[src/rtl/turn_signal_pkg.sv]
// Shared state codes and lever encodings for the turn-signal controller.
package turn_signal_pkg;

  typedef enum logic [2:0] {
    ST_OFF    = 3'd0,
    ST_RIGHT  = 3'd1,
    ST_LEFT   = 3'd2,
    ST_HAZARD = 3'd3,
    ST_LANE_R = 3'd5,
    ST_LANE_L = 3'd6
  } state_t;

  localparam logic [1:0] ADI_OFF     = 2'b00;
  localparam logic [1:0] ADI_RIGHT   = 2'b01;
  localparam logic [1:0] ADI_LEFT    = 2'b10;
  localparam logic [1:0] ADI_INVALID = 2'b11;

endpackage

[src/rtl/turn_signal_ctrl_if.sv]
// Lever/emergency inputs and lamp/status outputs of the turn-signal controller.
interface turn_signal_ctrl_if;
  logic       E;
  logic [1:0] ADI;
  logic       D;
  logic       I;
  logic [2:0] Status;
  logic       blink_tick;

  modport master (output E, ADI, input D, I, Status, blink_tick);
  modport slave  (input E, ADI, output D, I, Status, blink_tick);
endinterface

[src/rtl/turn_signal_ctrl_blink_timebase.sv]
// Blink half-period counter, lamp phase and completed on-pulse counter.
module blink_timebase #(
  parameter int unsigned HALF         = 10,
  parameter int unsigned LANE_FLASHES = 3
) (
  input  logic clk,
  input  logic reset,
  input  logic restart,
  input  logic run,
  output logic phase,
  output logic blink_tick,
  output logic [$clog2(LANE_FLASHES+1)-1:0] flash_cnt
);

  localparam int unsigned CW = $clog2(HALF);
  localparam int unsigned FW = $clog2(LANE_FLASHES+1);

  logic [CW-1:0] cnt;
  logic          wrap;

  assign wrap       = (cnt == CW'(HALF-1));
  assign blink_tick = wrap;

  always_ff @(posedge clk or negedge reset) begin
    if (!reset) begin
      cnt       <= '0;
      phase     <= 1'b0;
      flash_cnt <= '0;
    end else if (restart) begin
      cnt       <= '0;
      phase     <= 1'b1;
      flash_cnt <= '0;
    end else if (!run) begin
      cnt       <= '0;
      phase     <= 1'b0;
      flash_cnt <= '0;
    end else if (wrap) begin
      cnt   <= '0;
      phase <= ~phase;
      // only an on->off toggle completes a flash
      if (phase && (flash_cnt != FW'(LANE_FLASHES)))
        flash_cnt <= flash_cnt + FW'(1);
    end else begin
      cnt <= cnt + CW'(1);
    end
  end

endmodule

[src/rtl/turn_signal_ctrl.sv]
// Turn-signal / hazard controller with one-touch lane-change flashing.
module turn_signal_ctrl
  import turn_signal_pkg::*;
#(
  parameter int unsigned CLK_HZ       = 50_000_000,
  parameter int unsigned BLINK_HZ     = 1,
  parameter int unsigned LANE_FLASHES = 3
) (
  input logic               clk,
  input logic               reset,
  turn_signal_ctrl_if.slave bus
);

  localparam int unsigned HALF = CLK_HZ / (2 * BLINK_HZ);
  localparam int unsigned FW   = $clog2(LANE_FLASHES+1);

  if (HALF < 2) begin : g_half_check
    $error("turn_signal_ctrl: HALF must be at least 2");
  end

  logic [1:0] e_sync;
  logic [1:0] adi_s1, adi_s2;
  logic       e_s;
  logic [1:0] lever;

  state_t  state, state_nx;
  logic    restart, run;
  logic    phase, tick, lane_done;
  logic [FW-1:0] flash_cnt;

  always_ff @(posedge clk or negedge reset) begin
    if (!reset) begin
      e_sync <= '0;
      adi_s1 <= '0;
      adi_s2 <= '0;
    end else begin
      e_sync <= {e_sync[0], bus.E};
      adi_s1 <= bus.ADI;
      adi_s2 <= adi_s1;
    end
  end

  assign e_s   = e_sync[1];
  assign lever = (adi_s2 == ADI_INVALID) ? ADI_OFF : adi_s2;

  // final flash: the phase is about to fall and this completes the last pulse
  assign lane_done = tick && phase && (flash_cnt >= FW'(LANE_FLASHES-1));

  always_comb begin
    state_nx = state;
    if (e_s) begin
      state_nx = ST_HAZARD;
    end else begin
      unique case (state)
        ST_OFF: begin
          if (lever == ADI_RIGHT)     state_nx = ST_RIGHT;
          else if (lever == ADI_LEFT) state_nx = ST_LEFT;
        end
        ST_RIGHT: begin
          if (lever == ADI_LEFT)     state_nx = ST_LEFT;
          else if (lever == ADI_OFF) state_nx = (flash_cnt == '0) ? ST_LANE_R : ST_OFF;
        end
        ST_LEFT: begin
          if (lever == ADI_RIGHT)    state_nx = ST_RIGHT;
          else if (lever == ADI_OFF) state_nx = (flash_cnt == '0) ? ST_LANE_L : ST_OFF;
        end
        ST_HAZARD: begin
          if (lever == ADI_RIGHT)     state_nx = ST_RIGHT;
          else if (lever == ADI_LEFT) state_nx = ST_LEFT;
          else                        state_nx = ST_OFF;
        end
        ST_LANE_R, ST_LANE_L: begin
          if (lever == ADI_RIGHT)     state_nx = ST_RIGHT;
          else if (lever == ADI_LEFT) state_nx = ST_LEFT;
          else if (lane_done)         state_nx = ST_OFF;
        end
        default: state_nx = ST_OFF;
      endcase
    end
  end

  // restart is derived from the next state so the lamp lights on entry
  assign restart = (state_nx inside {ST_RIGHT, ST_LEFT, ST_HAZARD}) && (state_nx != state);
  assign run     = (state_nx != ST_OFF);

  always_ff @(posedge clk or negedge reset) begin
    if (!reset) state <= ST_OFF;
    else        state <= state_nx;
  end

  blink_timebase #(
    .HALF         (HALF),
    .LANE_FLASHES (LANE_FLASHES)
  ) u_timebase (
    .clk        (clk),
    .reset      (reset),
    .restart    (restart),
    .run        (run),
    .phase      (phase),
    .blink_tick (tick),
    .flash_cnt  (flash_cnt)
  );

  assign bus.Status     = state;
  assign bus.blink_tick = tick;
  assign bus.D = phase && (state inside {ST_RIGHT, ST_LANE_R, ST_HAZARD});
  assign bus.I = phase && (state inside {ST_LEFT,  ST_LANE_L, ST_HAZARD});

endmodule

[src/flat_wrapper.sv]
// flat-port wrapper written by rule: the top's interface ports become plain ports
module turn_signal_ctrl_flat import turn_signal_pkg::*;
#(
  parameter int unsigned CLK_HZ       = 50_000_000,
  parameter int unsigned BLINK_HZ     = 1,
  parameter int unsigned LANE_FLASHES = 3
)
  (clk, reset, bus_E, bus_ADI, bus_D, bus_I, bus_Status, bus_blink_tick);
  turn_signal_ctrl_if bus_i ();
  input logic clk;
  input logic reset;
  input wire logic [$bits(bus_i.E)-1:0] bus_E;
  input wire logic [$bits(bus_i.ADI)-1:0] bus_ADI;
  output wire logic [$bits(bus_i.D)-1:0] bus_D;
  output wire logic [$bits(bus_i.I)-1:0] bus_I;
  output wire logic [$bits(bus_i.Status)-1:0] bus_Status;
  output wire logic [$bits(bus_i.blink_tick)-1:0] bus_blink_tick;
  assign bus_i.E = bus_E;
  assign bus_i.ADI = bus_ADI;
  assign bus_D = bus_i.D;
  assign bus_I = bus_i.I;
  assign bus_Status = bus_i.Status;
  assign bus_blink_tick = bus_i.blink_tick;
  turn_signal_ctrl #(.CLK_HZ(CLK_HZ), .BLINK_HZ(BLINK_HZ), .LANE_FLASHES(LANE_FLASHES)) u_core (.clk(clk), .reset(reset), .bus(bus_i));
endmodule
[config.mk]
export PLATFORM = sky130hd
export DESIGN_NAME = turn_signal_ctrl_flat
export DESIGN_NICKNAME = d
export VERILOG_FILES = /design/src/rtl/turn_signal_pkg.sv /design/src/rtl/turn_signal_ctrl_if.sv /design/src/rtl/turn_signal_ctrl_blink_timebase.sv /design/src/rtl/turn_signal_ctrl.sv /design/src/flat_wrapper.sv
export SDC_FILE = /design/constraint.sdc
export NUM_CORES = 1
export LEC_CHECK = 0
export ABC_AREA = 1
export BUFFER_PORTS_ARGS = -buffer_cell sky130_fd_sc_hd__buf_4
export CORE_AREA = 5 5 110 112
export DETAILED_ROUTE_END_ITERATION = 8
export DIE_AREA = 0 0 115 117
export PLACE_DENSITY = 0.36
export SYNTH_ARGS = -nofsm -noshare
export SYNTH_HDL_FRONTEND = slang
export SYNTH_SLANG_ARGS = --single-unit
[constraint.sdc]
create_clock -name clk -period 5.1 [get_ports clk]
set_clock_uncertainty 0.1 [all_clocks]
set_input_delay 0.51 -clock clk [delete_from_list [all_inputs] [get_ports clk]]
set_output_delay 0.51 -clock clk [all_outputs]
set_load 0.02 [all_outputs]
==> key figures, run 1 <==
Drt
  • Drt pass-1 iters: 4
  • 1st-iter DRT viols: around 190
  • DRC violations left: 0
  • Detail Route Antenna Nets: 0
  • DRT Wirelength: 7114 um
  • Wire per inst: 14.61 um
  • Drt via density: 4.637
  • Via count: 2258

Clock network
  • Max Root-Sink Buffers: 2
  • Root buf cell: clkbuf_16
  • Clk_lat worst skew: 0.28 ns
  • Setup bufs post-CTS: 0
  • H-tree levels: 2
  • CTS tree: done
  • Clock transition at path regs: 0.06 ns
  • Clock sinks: 37
  • PostCTS Resize Cnt: 0
  • CTS Buf Count: 5
  • Post-CTS Hold Buffers: 0

Synthesis
  • Number of synthesized flops with an enable pin: 0
  • Top cell type's share of synthesized area: around 34%
  • Yosys warns: 0
  • Avg Cell Area, Syn: 8.019 sq um
  • Synth Cell Area: 0.002686 sq mm
  • Dominant cells by area after synthesis: dfrtp_1 34%, nand2_1 7.4%, a21oi_2 6.5%, nand4_1 5.4%, inv_1 4.8%
  • Ys async rst share: 100.0%
  • Yosys top cell by area: dfrtp_1
  • Ys flop type: dfrtp_1
  • Cells after Synth: 335
  • Syn nets: 347
  • Netlist cell types: 37
  • Seq/Total Area, Yosys: 34.47%
  • Number of synthesized register bits: 37

Global routing
  • GRT Overall Usage: approximately 11%
  • Final global-route overflow total: 0
  • Pin count of the biggest net entering global routing: 38
  • Initial antenna violation count: 0
  • Number of global-route vias before repair: 2192
  • First-pass GRT wire length: about 12000 um

Critical path
  • Kind of critical path: reg -> reg
  • Worst-path cell chain: inv_1 > ha_1 > inv_1 > nand2_1 > o21ai_0 > o21ai_1 > nor3_2 > nand3_4 > nand2_2 > nand3_4 > nand2_1 > o21ai_0
  • CP Max Fanout: 26
  • Slowest stage delay, CP: 0.39 ns
  • Crit. End Element: flip-flop
  • Slowest CP cell: nand3_4
  • Worst Path Arrival: 2.61 ns
  • WP data required: between 5 and 6 ns
  • Setup crit start kind: flip-flop

Power
  • Switching fraction of total power: about 40%
  • Pint: 579.8 uW
  • Comb power frac: between 30% and 40%
  • P per Cell Area: 315.8 mW/mm^2
  • Sequential power share: 35.8%
  • Clk pwr share: 31.9%
  • Sw power: ~370 uW
  • Leak Pwr: ~0.0012 uW
  • Peak VDD IR: 165.2 uV

Cells and area
  • Fillcell total: 1239
  • Share of layout cells above drive strength 1: 26.45%
  • # diodes: 0
  • # nets final: ~360
  • Final Non-Filler Cells: 487
  • P&R area growth vs syn: 11.83%

Floorplan
  • Die span in x: around 120 um
  • Core ar.: 0.01113 sq mm
  • Die Y: 117 um
  • Die area: around 0.013 sq mm
  • IO Count: 11
  • Initial Utilization: 24.15%
  • Site Rows: 39

Placement
  • Port Buffers: 10
  • Placed cell count: 479
  • HPWL after DPL: 5139 um
  • Gpl congestion: roughly 0.8

Timing
  • Fin crit share: 50.06%
  • Setup violations, final: 0
  • Period minus WS final: about 2.6 ns
  • Fmax: 0.3917 GHz
  • Worst-Margin Slew: 0.5682 ns
  • Final Hold Fails: 0
  • RSZ-0062 raised after global routing: false
  • TNS Setup: 0 ns
  • Slew headroom: 61.84%
  • Max Slew Vio Count: 0

Hold path
  • Hold Crit Class: in -> async

Run
  • Max-Cap Viols: 0

Run status
  • Status: finished clean
-- synthesized netlist by cell type (6+ instances only) --
cell and instances:
inv_1 34, inv_2 9, nand2_2 12, ha_1 7, nor2_1 31, nand3_1 25, a21oi_1 7, o21ai_0 6
dfrtp_1 37, a21oi_2 20, nor4_1 6, nand2_1 53, or2_2 8, nand4_1 23, nor3_1 8
-- per-stage QoR --
stage	utilization (%)	setup WS [ns]	instance area (sq um)	hold slack, ns	power [uW]
6_report	27.00	2.547	3004	0.1040	948.7
5_1_grt	27.00	2.249	3004	0.1581	1023
4_1_cts	27.00	2.512	3004	0.1251	972.7
3_5_place_dp	25.75	2.528	2865	0.2355	660.5
3_3_place_gp	25.75	2.526	2865	0.2340	661.0
2_1_floorplan	-	2.974	2686	0.1144	599.7
-- logic make-up after synthesis --
family,count (synthesis),share of synthesized area [%]
AO/OA/AOI/OAI,39,10.48
XOR/XNOR,7,2.282
adder cells (fa/ha/maj),7,3.260
buffers and inverters,54,9.128
flip-flops,37,34.47
multiplexers,1,0.3726
AND/OR/NAND/NOR,190,40.01
-- state kept, by name, indices dropped and copies added, names as in the netlist --
| signal | cells |
|---|---|
| u_core.adi_s1 | 2 |
| u_core.adi_s2 | 2 |
| u_core.bus.Status | 3 |
| u_core.e_sync | 2 |
| u_core.u_timebase.cnt | 25 |
| u_core.u_timebase.flash_cnt | 2 |
| u_core.u_timebase.phase | 1 |
-- area by class of cell --
type | instances | area (sq um) | area share [%]
multi-input cells | 244 | 1515 | 50.44
flip-flops and latches | 37 | 925.9 | 30.82
well taps | 143 | 178.9 | 5.956
inverters | 45 | 170.2 | 5.664
clock buffers | 6 | 128.9 | 4.290
repair buffers | 10 | 75.07 | 2.499
clock inverters | 2 | 10.01 | 0.3332
-- layout by cell type (no fill, tap or decap), drive strengths merged, types with 8 or more instances in the layout --
cell and instances:
a21oi 27, or2 8, nand3 33, nand4 24, nor3 11, dfrtp 37
buf 10, nand2 66, nor2 39, inv 43
-- critical path, delay by kind of cell, from the launching register on --
family	cells	cell delay, ns
buf+inv	2	0.21
flops	1	0.35
simple gates	6	1.28
compound gates	3	0.27
fa+ha+maj	1	0.24
-- worst paths after layout --
| path | start | end | slack (ns) | depth (start not counted) |
|---|---|---|---|---|
| worst max-delay path | u_core.adi_s2[0] | u_core.u_timebase.phase | 2.55 | 12 |
| worst min-delay path | reset | u_core.u_timebase.cnt[8] | 0.10 | 1 |
| worst max register to register | u_core.adi_s2[0] | u_core.u_timebase.phase | 2.55 | 12 |
| worst min register to register | u_core.adi_s1[0] | u_core.adi_s2[0] | 0.25 | 0 |
| max in group asynchronous | reset | u_core.e_sync[1] | 4.44 | 1 |
| min in group clk | bus_ADI[1] | u_core.adi_s1[1] | 0.24 | 1 |
-- layer usage --
metal  track usage (%)  wire length, um  part of all wire (%)
met1             15.96             3526                    50
met2             18.21             3266                    46
met3             2.211              234                   3.3
met4             3.286               86                   1.2
met5                 0                0                     0
-- power groups by stage --
stage          Combinational [uW]  Clock (uW)  Sequential (uW)
2_1_floorplan                 260           0              340
3_3_place_gp                  317           0              344
3_5_place_dp                  316           0              345
4_1_cts                       317         316              339
5_1_grt                       348         331              344
6_report                      307         302              340
Note: power is estimated with default switching activity, not from simulation.
==> inputs of run 2 (changes only) <==
Settings changed: ABC_AREA 1 to 0, CORE_AREA 5 5 110 112 to 5 5 101 103, DIE_AREA 0 0 115 117 to 0 0 106 108.
Clock period 5.1 ns to 2.4 ns, I/O delays scaled along.
==> run 2 against run 1 <==
Net effect: sequential power up 96%; clock power increased by 49%; worst setup slack got worse by 2.6 ns; register-to-register slack worse by 2.6 ns; sequential share of layout area shrank 3.7 points; critical path depth is 4 lower; largest power group unchanged; routed wire length fell by 15%; the flow now finishes with violations (setup timing); count of clock-buffer cells in the layout up 1; via count down 18%; design area grew 14%; final cell count decreased by 16%.
==> key figures, run 2 <==
Run status
  • Status: complete, but fails checks
  • Violated checks: setup timing

Clock network
  • CTS tree: done
  • CTS Buf Count: 5 (unchanged)
  • Clock sinks: 37 (unchanged)
  • H-tree levels: 2 (unchanged)
  • Clk_lat worst skew: 0.29 ns (about the same)
  • Clock transition at path regs: 0.08 ns (+0.02 ns)
  • Root buf cell: clkbuf_8
  • Max Root-Sink Buffers: 2 (unchanged)

Global routing
  • First-pass GRT wire length: 9991 um (-17%)
  • GRT Overall Usage: 11.16% (-0.32 points)
  • Final global-route overflow total: 0 (unchanged)
  • Initial antenna violation count: 0 (unchanged)
  • Pin count of the biggest net entering global routing: 38 (unchanged)
  • Number of global-route vias before repair: 1966 (-10%)

Synthesis
  • Netlist cell types: 46 (+24%)
  • Commonest cells post-synth: 37 x dfrtp_1, 14 x xnor2_1, 13 x nor2_1
  • Yosys top cell by area: dfrtp_1
  • Number of synthesized flops with an enable pin: 0 (unchanged)
  • Synth Cell Area: 0.002232 sq mm (-17%)
  • Dominant cells by area after synthesis: dfrtp_1 41%, xnor2_1 5.5%, nor3_2 5.4%, xor2_1 4.7%, ha_1 3.9%
  • Syn nets: 224 (-35%)
  • Top cell type's share of synthesized area: 41.48% (+7.0 points)
  • Yosys warns: 0 (unchanged)
  • Avg Cell Area, Syn: 10.53 sq um (+31%)
  • Seq/Total Area, Yosys: 41.48% (+7.0 points)
  • Ys flop type: dfrtp_1
  • Number of synthesized register bits: 37 (unchanged)
  • Ys async rst share: 100.0% (unchanged)
  • Cells after Synth: 212 (-37%)
  • Top-count cell post-synth: dfrtp_1

Timing
  • Slew headroom: 64.91% (+3.1 points)
  • Period minus WS final: between 2 and 2.5 ns
  • Worst-Margin Slew: 0.5215 ns (-0.04667 ns)
  • RSZ-0062 raised after global routing: true
  • Worst Slack Setup Final: -0.01998 ns (-2.567 ns)
  • Final Hold Fails: 0 (unchanged)
  • Setup violations, final: 8 (+8)
  • Fin crit share: 100.8%
  • Max Slew Vio Count: 0 (unchanged)
  • Fmax: 0.4132 GHz

Placement
  • Dpl cell area: 0.002849 sq mm (-0.57%)
  • Port Buffers: 10 (unchanged)
  • HPWL after DPL: 3884 um (-24%)
  • Gpl congestion: 0.7159 (-12%)

Floorplan
  • Initial Utilization: 24.51% (+0.36 points)
  • Die span in x: 106 um (-7.8%)
  • Die Y: 108 um (-7.7%)
  • Die area: 0.01145 sq mm (-15%)
  • Site Rows: 35 (-10%)
  • IO Count: 11 (unchanged)
  • Core ar.: 0.009109 sq mm (-18%)

Critical path
  • Setup crit start kind: flip-flop
  • CP Max Fanout: 3 (-88%)
  • WP data required: 2.06 ns (-3.10 ns)
  • Reg2Reg Setup Slack: -0.02 ns (-2.57 ns)
  • Worst Path Arrival: 2.08 ns (-0.53 ns)
  • Crit. End Element: primary output
  • Kind of critical path: reg -> out
  • Reg2Reg Depth: 10 (-2)
  • Worst reg2reg path startpoint: u_core.adi_s2[1]
  • FF-to-FF End: u_core.u_timebase.cnt[10]

Drt
  • DRT Wirelength: 6032 um (-15%)
  • 1st-iter DRT viols: 48 (-74%)
  • Wire per inst: 14.82 um (+1.5%)
  • Via count: 1856 (-18%)
  • Drt pass-1 iters: 4 (unchanged)
  • DRC violations left: 0 (unchanged)
  • Drt via density: 4.560 (-1.6%)
  • Detail Route Antenna Nets: 0 (unchanged)

Cells and area
  • Top reg by flops: u_core.u_timebase.cnt
  • Share of layout cells above drive strength 1: 46.96% (+21 points)
  • Most frequent cells in the layout: 74 x buf_4, 37 x dfrtp_1, 14 x xnor2_1
  • # nets final: 308 (-13%)
  • Fillcell total: 940 (-24%)
  • Most common cell after layout, fill and taps aside: buf_4
  • # diodes: 0 (unchanged)
  • Number of flip-flops under the largest register name: 25 (unchanged)
  • Fin area: 0.003412 sq mm (+14%)
  • P&R area growth vs syn: 52.86%
  • Core Util, Final: 37.46% (+10 points)

Power
  • Peak VDD IR: 237.6 uV (+44%)
  • Leak Pwr: 0.001360 uW (+9.0%)
  • P per Cell Area: 519.2 mW/mm^2 (+64%)

Run
  • Max-Cap Viols: 0 (unchanged)

Hold path
  • Hold path depth: 0
  • Hold_sp: u_core.adi_s1[0]
  • Hold Crit Class: reg -> reg
  • Hold EP: u_core.adi_s2[0]
run 2: cell count changes after synthesis, moves of 7 or more:
| cell | change |
|---|---|
| nand2_1 | -41 |
| inv_1 | -22 |
| a21oi_2 | -20 |
| nand4_1 | -19 |
| nor2_1 | -18 |
| nand3_1 | -15 |
| nand2_2 | -12 |
| xnor2_1 | +11 |
| inv_2 | -9 |
| nor3_2 | +9 |
| xor2_1 | +8 |
| nor4_2 | +7 |
| or2_2 | -7 |
run 2: what timing repair did:
action / 4_1_cts / 5_1_grt
endpoints found under the setup margin: 29 / 29
buffers inserted: 9 / 3
gates cloned: 3 / 1
pin swaps: 7 / 26
endpoints found under the hold margin: 40 / 0
hold buffers: 4 / 0
gates resized for setup: 29 / 28
run 2: how the worst max path moves through the flow:
stage / from / endpoint / slack (ns)
after floorplan: u_core.adi_s2[0] / u_core.u_timebase.cnt[16] / 0.10
after global routing: u_core.adi_s2[1] / u_core.u_timebase.cnt[3] / -0.14
after CTS: u_core.adi_s2[0] / u_core.u_timebase.cnt[22] / -0.12
final: u_core.u_timebase.cnt[0] / bus_blink_tick / -0.02
after detailed placement: u_core.u_timebase.cnt[9] / u_core.u_timebase.cnt[3] / -0.29
after global placement: u_core.u_timebase.cnt[15] / u_core.u_timebase.cnt[11] / -0.31
run 2: cell families (layout without fill, tap and decap cells):
kind of cell               count (synthesis)  after routing  share of synthesized area (%)
and+or+nand+nor                           95             95                          29.37
DFF                                       37             37                          41.48
xor gates and xnor gates                  27             28                          10.93
buffers and inverters                     23            106                          5.549
AOI/OAI and AO/OA                         21             21                          7.848
adders and majority gates                  7              7                          3.924
muxes                                      2              2                         0.8969
run 2: area by class of cell:
type	count	area [sq um]	share of cell area, %
Tap cell	111	138.9	4.070
Multi-Input combinational cell	153	1466	42.98
Inverter	12	48.80	1.430
Clock buffer	7	86.33	2.530
Sequential cell	37	925.9	27.14
Timing Repair Buffer	87	745.7	21.86
run 2: routing by layer:
metal	vias up	part of all wire, %	GRT usage [%]
met4	0	1.9	3.700
li1	924	-	-
met3	9	1.9	2.090
met1	907	46	13.77
met5	-	0	0
met2	16	50	19.67
run 2: worst max-delay path, cell delays in order, from the launching register on:
cell and delay (ns):
dfrtp_1 0.37, ha_2 0.20, and3_4 0.18, nand4_1 0.14, buf_4 0.20, or3_4 0.36, buf_6 0.14, clkinvlp_4 0.09
buf_6 0.12
run 2: through the flow:
step / hold slack (ns) / worst slack, ns / power [uW] / cells / setup TNS [ns]
after floorplan: -0.1556 / 0.1045 / 948.4 / 212 / 0
after global placement: 0.1517 / -0.3131 / 1111 / 383 / -8.093
after detailed placement: 0.1534 / -0.2893 / 1105 / 383 / -6.912
after CTS: 0.2558 / -0.1185 / 1763 / 406 / -2.114
after global routing: 0.2684 / -0.1383 / 1876 / 407 / -3.204
final: 0.2517 / -0.01998 / 1772 / 407 / -0.05722
run 2: where the power goes:
part	internal [uW]	switching (uW)
Combinational	282	371
Sequential	645	22.7
Clock	228	223
==> inputs of run 3 (changes only) <==
Settings changed: ABC_AREA 0 to 1, CORE_AREA 5 5 101 103 to 5 5 110 112, DIE_AREA 0 0 106 108 to 0 0 115 117.
==> run 3 against run 2 <==
Net effect: the flow now finishes without violations; final cell count rose by 29%; die area rose by 18%; core utilization fell by 5.3 points; routed wire length rose by 28%; register-to-register slack improved by 0.13 ns; combinational power rose by 55%; sequential power rose by 10%; worst setup slack improved by 0.13 ns; highest routed layer unchanged.
==> key figures, run 3 (synthesis results as in run 1) <==
Power
  • Overall power: 2521 uW (+42%)
  • P per Cell Area: 705.0 mW/mm^2 (+36%)
  • Leak Pwr: 0.001499 uW (+10%)
  • Peak VDD IR: 279.4 uV (+18%)

Critical path
  • CP Max Fanout: 8 (+5)
  • Setup crit start kind: flip-flop
  • Kind of critical path: reg -> reg
  • Worst Path Arrival: 2.41 ns (+0.33 ns)
  • FF-to-FF End: u_core.u_timebase.cnt[9]
  • Reg2Reg Setup Slack: 0.11 ns (+0.13 ns)
  • WP data required: 2.52 ns (+0.46 ns)
  • Worst reg2reg path startpoint: u_core.adi_s2[0]
  • Reg2Reg Depth: 14 (+4)
  • Crit. End Element: flip-flop

Global routing
  • Final global-route overflow total: 0 (unchanged)
  • GRT Max-Usage Layer: met2
  • Met1 Use GR: 15.90% (+2.1 points)
  • First-pass GRT wire length: 12340 um (+23%)
  • Met2 Track Usage GR: 18.94% (-0.73 points)
  • Pin count of the biggest net entering global routing: 38 (unchanged)
  • Initial antenna violation count: 0 (unchanged)
  • GRT Overall Usage: 11.63% (+0.47 points)
  • GR Layer Usage met3: 2.005% (-0.084 points)
  • Number of global-route vias before repair: 2348 (+19%)

Clock network
  • Clk_lat worst skew: 0.28 ns (about the same)
  • CTS tree: done
  • Max Root-Sink Buffers: 2 (unchanged)
  • CTS Buf Count: 5 (unchanged)
  • Clock transition at path regs: 0.06 ns (-0.02 ns)
  • Clock sinks: 37 (unchanged)
  • H-tree levels: 2 (unchanged)
  • Root buf cell: clkbuf_16

Run
  • Max-Cap Viols: 0 (unchanged)

Cells and area
  • P&R area growth vs syn: 33.12%
  • # diodes: 0 (unchanged)
  • Number of flip-flops under the largest register name: 25 (unchanged)
  • # nets final: 392 (+27%)
  • Share of layout cells above drive strength 1: 40.16% (-6.8 points)
  • Most common cell after layout, fill and taps aside: nand2_1
  • Top reg by flops: u_core.u_timebase.cnt
  • Most frequent cells in the layout: 49 x nand2_1, 34 x buf_4, 34 x dfrtp_1
  • Fillcell total: 1206 (+28%)

Floorplan
  • Die span in x: 115 um (+8.5%)
  • Site Rows: 39 (+11%)
  • Die Y: 117 um (+8.3%)
  • Initial Utilization: 24.15% (-0.36 points)
  • Die area: 0.01346 sq mm (+18%)
  • IO Count: 11 (unchanged)
  • Core ar.: 0.01113 sq mm (+22%)

Drt
  • Wire per inst: 14.78 um (-0.27%)
  • Drt via density: 4.601 (+0.90%)
  • Detail Route Antenna Nets: 0 (unchanged)
  • Via count: 2411 (+30%)
  • DRC violations left: 0 (unchanged)
  • Drt pass-1 iters: 4 (unchanged)
  • DRT Wirelength: 7745 um (+28%)
  • 1st-iter DRT viols: 184 (+280%)

Timing
  • Fmax: 0.4359 GHz (+5.5%)
  • Period minus WS final: 2.294 ns (-0.1261 ns)
  • Final Hold Fails: 0 (unchanged)
  • Setup violations, final: 0 (-8)
  • Worst Slack Setup Final: 0.1061 ns (+0.1261 ns)
  • Fin crit share: 95.58% (-5.3 points)
  • RSZ-0062 raised after global routing: true
  • Max Slew Vio Count: 0 (unchanged)
  • Slew headroom: 66.05% (+1.1 points)
  • Worst-Margin Slew: 0.5092 ns (-0.01231 ns)

Placement
  • Worst slack at placement: -0.003431 ns (+0.2859 ns)
  • Port Buffers: 10 (unchanged)
  • Gpl congestion: 0.7886 (+10%)
  • HPWL after DPL: 5492 um (+41%)

Run status
  • Status: finished clean

Hold path
  • Hold path depth: 0 (unchanged)
  • Hold_sp: u_core.adi_s1[0]
  • Hold EP: u_core.adi_s2[0]
  • Hold Crit Class: reg -> reg
## run 3: changes by cell type in the layout (fill, tap and decap cells not counted), sizes merged, moves of 10 or more
| cell | before | now |
|---|---|---|
| inv | 11 | 43 |
| nand2 | 12 | 66 |
| xor2 | 14 | 4 |
| xnor2 | 14 | 3 |
| a21oi | 5 | 27 |
| nor4 | 17 | 7 |
| nor2 | 13 | 39 |
| nand3 | 10 | 33 |
| nand4 | 4 | 24 |
| buf | 82 | 41 |
## run 3: layout make-up
type / instances / area, sq um / share of cell area (%)
inverter: 45 / 175.2 / 4.899
multi-input combinational: 244 / 1644 / 45.98
clock buffer: 5 / 125.1 / 3.499
tap: 143 / 178.9 / 5.004
timing repair buffer: 47 / 476.7 / 13.33
clock inverter: 3 / 46.29 / 1.295
sequential: 37 / 929.6 / 26.00
## run 3: per-stage QoR
| stage | util [%] | hold WS (ns) | TNS, ns | std cells | cell area, sq um |
|---|---|---|---|---|---|
| detailed placement | 27.49 | 0.1578 | -0.003431 | 498 | 3058 |
| finish | 32.14 | 0.2468 | 0 | 524 | 3576 |
| CTS | 29.43 | 0.2505 | 0 | 510 | 3274 |
| global placement | 27.49 | 0.1516 | -0.1529 | 498 | 3058 |
| floorplan | - | -0.1556 | 0 | 335 | 2686 |
| global route | 32.14 | 0.2549 | -0.1966 | 524 | 3576 |
## run 3: how the worst max path moves through the flow
stage	from	cells after the start	slack, ns	to
after floorplan	u_core.u_timebase.cnt[0]	15	0.27	u_core.u_timebase.cnt[10]
after global placement	u_core.u_timebase.cnt[0]	15	-0.02	u_core.u_timebase.cnt[24]
after detailed placement	u_core.u_timebase.cnt[0]	15	-0.003	u_core.u_timebase.cnt[24]
after CTS	u_core.adi_s2[0]	11	0.03	u_core.u_timebase.cnt[10]
after global routing	u_core.adi_s2[0]	14	-0.03	u_core.u_timebase.cnt[9]
final	u_core.adi_s2[0]	14	0.11	u_core.u_timebase.cnt[9]
## run 3: critical path, cell delays in order (launching register included)
cell and delay (ns):
dfrtp_1 0.40, inv_2 0.09, ha_4 0.21, inv_2 0.05
nor2_2 0.04, nor3b_2 0.28, o22ai_2 0.13, nand2_2 0.12
nand2_4 0.07, nand2_2 0.07, nand2_2 0.05, inv_2 0.06
nand3_4 0.19, clkbuf_16 0.24, a21oi_2 0.12
## run 3: report_power, final
part	internal (uW)	switching [uW]	total [uW]
registers	665	70.9	736
logic	443	564	1010
clock network	492	286	778
## run 3: repair_timing
item / in CTS / in global routing
pin swaps: 0 / 18
endpoints found under the setup margin: 4 / 28
resized for setup: 1 / 39
setup buffers: 0 / 12
hold buffers: 4 / 0
endpoints found under the hold margin: 40 / 0
cloned: 0 / 2
## run 3: metal layers
layer | part of all wire [%] | wire length [um]
met5 | 0 | 0
met1 | 50 | 3846
met2 | 47 | 3603
met3 | 2.3 | 178
met4 | 1.5 | 117
